### src/rtl/memory_responder.sv
// memory_responder: byte-wide ROM/RAM/I/O target with a req/ack handshake,
// configurable access latency and a program-load port for preloading the array.
module memory_responder #(
   parameter int          LATENCY      = 1,
   parameter logic [7:0]  IN_PORT_ADDR = 8'hF8
) (
   input  logic       clk,
   input  logic       reset,
   input  logic       req,
   input  logic [7:0] address,
   input  logic [7:0] wdata,
   input  logic       write,
   output logic [7:0] rdata,
   output logic       ack,
   output logic       busy,
   output logic       wr_err,
   input  logic [7:0] port_in_a,
   output logic [7:0] port_out_a,
   output logic [7:0] port_out_b,
   input  logic       prog_we,
   input  logic [7:0] prog_addr,
   input  logic [7:0] prog_data
);
   typedef enum logic [1:0] {IDLE, ACCESS, RESP} state_t;
   localparam logic [2:0] LAST = 3'(LATENCY - 1);
   state_t state, state_n;
   logic [2:0] count, count_n;
   logic [7:0] addr_q, wdata_q, read_val;
   logic       write_q, accept, commit, is_mem, is_ram;
   logic [7:0] mem [256];
   assign busy   = (state == ACCESS) || prog_we;
   assign accept = req && !busy;
   assign commit = (state == ACCESS) && (count == LAST);
   assign ack    = (state == RESP);
   assign is_mem = addr_q < 8'hF0;
   assign is_ram = addr_q[7] && is_mem;
   assign read_val = is_mem                  ? mem[addr_q] :
                     addr_q == 8'hF0         ? port_out_a :
                     addr_q == 8'hF1         ? port_out_b :
                     addr_q == IN_PORT_ADDR  ? port_in_a  : 8'h00;
   always_comb begin
      state_n = state;
      count_n = count + 3'd1;
      if (state == ACCESS) state_n = commit ? RESP : ACCESS;
      else begin
         state_n = accept ? ACCESS : IDLE;
         count_n = 3'd0;
      end
   end
   always_ff @(posedge clk) begin
      if (reset) begin
         state      <= IDLE;
         count      <= 3'd0;
         rdata      <= 8'h00;
         port_out_a <= 8'h00;
         port_out_b <= 8'h00;
         wr_err     <= 1'b0;
      end else begin
         state <= state_n;
         count <= count_n;
         if (commit && !write_q) rdata <= read_val;
         if (commit && write_q) begin
            if (addr_q == 8'hF0) port_out_a <= wdata_q;
            else if (addr_q == 8'hF1) port_out_b <= wdata_q;
            else if (!is_ram) wr_err <= 1'b1;
         end
      end
   end
   always_ff @(posedge clk) begin
      if (accept) begin
         addr_q  <= address;
         wdata_q <= wdata;
         write_q <= write;
      end
   end
   // Program loads only happen outside ACCESS, so they never collide with a commit.
   always_ff @(posedge clk) begin
      if (!reset) begin
         if (prog_we && state != ACCESS) mem[prog_addr] <= prog_data;
         else if (commit && write_q && is_ram) mem[addr_q] <= wdata_q;
      end
   end
endmodule
### config.mk
export PLATFORM = sky130hd
export DESIGN_NAME = memory_responder
export DESIGN_NICKNAME = d
export VERILOG_FILES = /design/src/rtl/memory_responder.sv
export SDC_FILE = /design/constraint.sdc
export NUM_CORES = 2
export LEC_CHECK = 0
export CAP_MARGIN = 20
export CORE_MARGIN = 2
export CORE_UTILIZATION = 38
export CTS_BUF_LIST = sky130_fd_sc_hd__clkbuf_8
export DETAILED_ROUTE_END_ITERATION = 6
export PLACE_DENSITY_LB_ADDON = 0.1
export SYNTH_ARGS = -nofsm -noshare
export SYNTH_HDL_FRONTEND = slang
export SYNTH_SLANG_ARGS = --single-unit
### constraint.sdc
create_clock -name clk -period 4.4 [get_ports clk]
set_input_delay 1.1 -clock clk [delete_from_list [all_inputs] [get_ports clk]]
set_output_delay 1.1 -clock clk [all_outputs]
set_load 0.01 [all_outputs]
-- Yosys cells after proc, flatten, opt, wreduce, memory -nomap -nowiden
Memory sizes are Yosys's and may differ from the RTL's. A register that Yosys moved wholly into a read port is not among the register bits.
Cells that the tools add are included.
- register bits after elaboration: 47
- memory bits (writable): 2048
- input port bits: 45
- output and inout port bits: 27
- word-level logic and storage cells: 56
- memories kept: 1
- memories (memory ; words ; bits a word ; rd ports ; clocked after memory_dff ; write ports ; line ; text):
    mem ; 256 ; 8 ; 1 ; 1 ; 1 ; 30 ; logic [7:0] mem [256];
- add/sub/neg operators: 1
- order comparisons: 1
- equality and inequality tests: 6
- muxes and demuxes: 18
- bitwise gates (word level): 4
- reduce and logical (&&, ||, !) cells: 16
- operator list (kind ; count):
    $mux W8 ; 7
    $eq A8 B8 Y1 const B ; 3
    $mux W1 ; 9
    $lt A8 B8 Y1 const B ; 1
    $reduce_or A8 Y1 ; 1
    $logic_and A1 B1 Y1 ; 7
    $mux W2 ; 2
    $not A1 Y1 ; 4
    $reduce_and A4 Y1 ; 1
    $add A3 B1 Y3 const B ; 1
    $logic_not A3 Y1 ; 1
    $reduce_and A3 Y1 ; 1
    $eq A2 B1 Y1 const B ; 1
    $eq A2 B2 Y1 const B ; 1
    $logic_not A1 Y1 ; 2
    $ne A2 B1 Y1 const B ; 1
    $reduce_and A2 Y1 ; 1
    $reduce_or A2 Y1 ; 1
    $logic_or A1 B1 Y1 ; 1

-- Longest topological paths before layout
- word-level depth: 10
- mapped depth: 13
- gate-level depth less buffers: 9

-- Worst setup path after synthesis
Ideal clock, no wire load.
- path type: input to register
- from: input port prog_we
- to: memory mem[0][0] (data pin)
- library setup time: 0.556 ns
- arrival: 3.695 ns
- required time: 3.844 ns
- path slack: 0.149 ns
- stages: 5
- buffers on the path: 2
- cells stage by stage: a21oi_1 -> nand4_1 -> buf_2 -> buf_1 -> mux2_2
- cells in the longest elaborated chain, start to end: 6
- ends and longest elaborated chain (what ; line ; text):
    from (decl) ; 20 ; input logic prog_we,
    $logic_and A1 B1 Y1 ; 79 ; if (prog_we && state != ACCESS) mem[prog_addr] <= prog_data;
    $mux W1 ; 79 ;
    $mux W1 ; 78 ; if (!reset) begin
    $mux W1 (implied by the code) ; 80 ; else if (commit && write_q && is_ram) mem[addr_q] <= wdata_q;
    $reduce_or A8 Y1 (no source line) ; n/a ;
    $mux W8 (no source line) ; n/a ;
    to (decl) ; 30 ;
Every way passes these cells.

==> results.tsv <==
stage	metric	value	unit
outcome	outcome	complete, no violations	
cts	cts.path.max_buffers	4	
detailed_routing	vias_per_cell	5.54	
cts	cts_resized	0	
critical_path	cp.arrival	4.89	ns
timing	tns	0	ns
final_layout	layout_common_cells	edfxtp_1, mux4_2, buf_4	
critical_path	critPathMaxFanout	24	
critical_path	r2r_slack	0.47	ns
synthesis	postSynth.asyncResetShare	0	
global_route	antenna_found_initial	10	
timing	fmax	254	MHz
critical_path	worstPathRequired	5.36	ns
synthesis	synth_nets	4013	
synthesis	synth_top_area_cell	edfxtp_1	
cts	clkTransAtPathRegs	0.06	ns
critical_path	reg2regPathDepth	11	
cts	cts_root_buffer	clkbuf_8	
global_route	track_usage	0.226	
worst_hold_path	hold_depth	1	
floorplanning	std_cell_rows	171	
synthesis	synth_seq_area_share	0.761	
critical_path	worstSetupPathType	flop to flop	
placed_design	hpwlAfterDp	162	mm
synthesis	synth.distinct_cells	71	
synthesis	synth-seq-cells	2103	
final_layout	drive_above_1_share	0.304	
pwr	clkPwrFrac	0.392	
pwr	switching_share	0.238	
floorplanning	die-area	221000	um2
final_layout	final_nets	4751	
pwr	powerDensity	427	nW/um2
placed_design	place_ws	-0.198	ns
timing	setup_viol	0	
worst_hold_path	min_from	count[0]	
global_route	overflow	0	
cts	postCtsHoldBufs	0	
floorplanning	die_x	470	um
synthesis	post-synth-top-area-fraction	0.751	
pwr	power.share.combinational	0.071	
timing	grt_setup_unrepaired	no	
timing	fin_skew	0.0973	ns
pwr	internal-power	31.4	mW
synthesis	syn_inst	3966	
critical_path	r2r_end	rdata[6]	
timing	slew_headroom	0.240	
cts	post_cts_buffers	0	
global_route	grt_pass1_wl	352	mm
timing	period_share	0.893	
placed_design	io_buffer_count	71	
detailed_routing	drt-total-wl	251	mm
global_route	grt_pass1_vias	44200	
cts	cts_tree	yes	
synthesis	synthFlopType	edfxtp_1	
pwr	power	41.2	mW
job	cap_violations	0	
timing	final-hold-violation-count	0	
floorplanning	io_pins	72	
critical_path	endpoint_kind	flop	
pwr	peakVddDrop	0.000285	V
timing	max_slew.worst_pin.slew	1.14	ns
cts	htree_levels	5	
critical_path	start_kind	flop	
final_layout	final_common_cell	edfxtp_1	
detailed_routing	routedWlPerCell	32.1	um
synthesis	synthTopCellsByArea	edfxtp_1, mux4_2, mux2i_1	
floorplanning	start_util	0.381	
timing	drv_slew	0	
synthesis	syn-cell-area	82500	um2
detailed_routing	firstDrtPassIters	5	
pwr	leakagePower	31.4	nW
final_layout	areaGrowthSynthToFinish	17.0	%
cts	clock-sinks	2103	
detailed_routing	ant_nets	0	
detailed_routing	num_vias	43400	
timing	postLayoutSetupSlackWorst	0.470	ns
placed_design	place.gp.congestion	0.845	
detailed_routing	drt_iter0_drc	4344	
floorplanning	fp.dieH	470	um
detailed_routing	drcViolationCount	0	
worst_hold_path	hold_path_class	flop to flop	
synthesis	avgSynthCellArea	20.8	um2
pwr	p_switching	9.81	mW
cts	clkLatencyLatePin	1.09	ns
synthesis	yosysWarnings	0	
timing	period_minus_slack	3.93	ns
cts	cts_made_buffers	371	
global_route	grt_max_degree	105	
pwr	p_seq_frac	0.537	
floorplanning	design.core.area	217000	um2
worst_hold_path	hold_end	count[0]	
synthesis	synth_edf_count	2065	
## registers in the layout, summed over array words and instances (netlist names), named ones only
signal / flops
state: 2
wdata_q: 8
addr_q: 8
count: 3
rdata: 8
wr_err: 1
port_out_a: 8
write_q: 1
port_out_b: 8
mem: 2048
## Yosys cell counts (all sizes together) (8+ instances only)
library cell and n:
a31oi 16, nor3 30, mux2 39, a221oi 10, dfxtp 38, mux2i 146
o221ai 8, a21oi 37, nand4 14, nand3 55, mux4 511, nand2b 16
a22oi 24, o22ai 48, edfxtp 2065, o21ai 45, and2 17, nor2 331
a211o 8, a211oi 25, inv 11, buf 147, nor2b 14, nand2 139
clkbuf 87
## area by class of cell
| type | instances | area (um2) |
|---|---|---|
| fill | 18800 | 120000 |
| inverter | 12 | 47.5 |
| clock inverter | 266 | 1220 |
| timing repair buffer | 599 | 5260 |
| antenna | 5 | 12.5 |
| multi-input combinational | 1617 | 18400 |
| tap | 2854 | 3570 |
| sequential | 2103 | 62800 |
| clock buffer | 377 | 5190 |
## stage by stage
stage                     hold slack [ns]  utilization  std cells  instance area, um2
after global placement              0.449        0.416       7185               90100
after global routing                0.498        0.446       7830               96500
after CTS                           0.462        0.446       7828               96500
final                               0.455        0.446       7833               96500
after floorplan                     0.432            -       3966               82500
after detailed placement            0.457        0.416       7185               90100
## worst max-delay path by stage
stage / startpoint / endpoint
CTS: flop / rdata[6]
floorplan: prog_we / mem[0][0]
global placement: prog_we / mem[120][7]
global route: flop / rdata[6]
detailed placement: prog_we / mem[232][3]
finish: flop / rdata[6]
## logic make-up (layout without fill, tap and decap cells)
group	count (synthesis)	count (layout)	share of synthesized area
AOI/OAI and AO/OA	272	272	0.0227
xor gates and xnor gates	1	1	0.000106
adders and majority gates	2	2	0.000303
buffers and inverters	246	1254	0.0187
DFF	2103	2103	0.761
muxes	696	696	0.164
other	0	5	0
and+or+nand+nor	646	646	0.0338
## per-layer routing
layer  wire length [um]  up-vias  GRT usage
met2             118000     1580      0.353
li1                   -    18000          -
met3              15900      357     0.0425
met1             112000    23500      0.326
met4               5660        4     0.0606
met5                 27        -          0
## critical path, stage by stage (launching register included)
cell and delay (ns):
dfxtp_4 0.77, buf_12 0.32, buf_4 0.22, buf_4 0.19, mux4_2 0.56, mux4_2 0.51
nor3_1 0.30, nor3_1 0.15, buf_4 0.20, nor4_1 0.23, buf_4 0.23, a21oi_1 0.08
## power by group through the flow
stage / clock network (mW) / registers [mW] / logic (mW)
2_1_floorplan: 0 / 22.5 / 1.68
3_3_place_gp: 0 / 22.5 / 2.97
3_5_place_dp: 0 / 22.5 / 2.98
4_1_cts: 16.6 / 22.1 / 2.98
5_1_grt: 17.5 / 22.1 / 3.08
6_report: 16.2 / 22.1 / 2.93
Note: power is estimated with default switching activity, not from simulation.
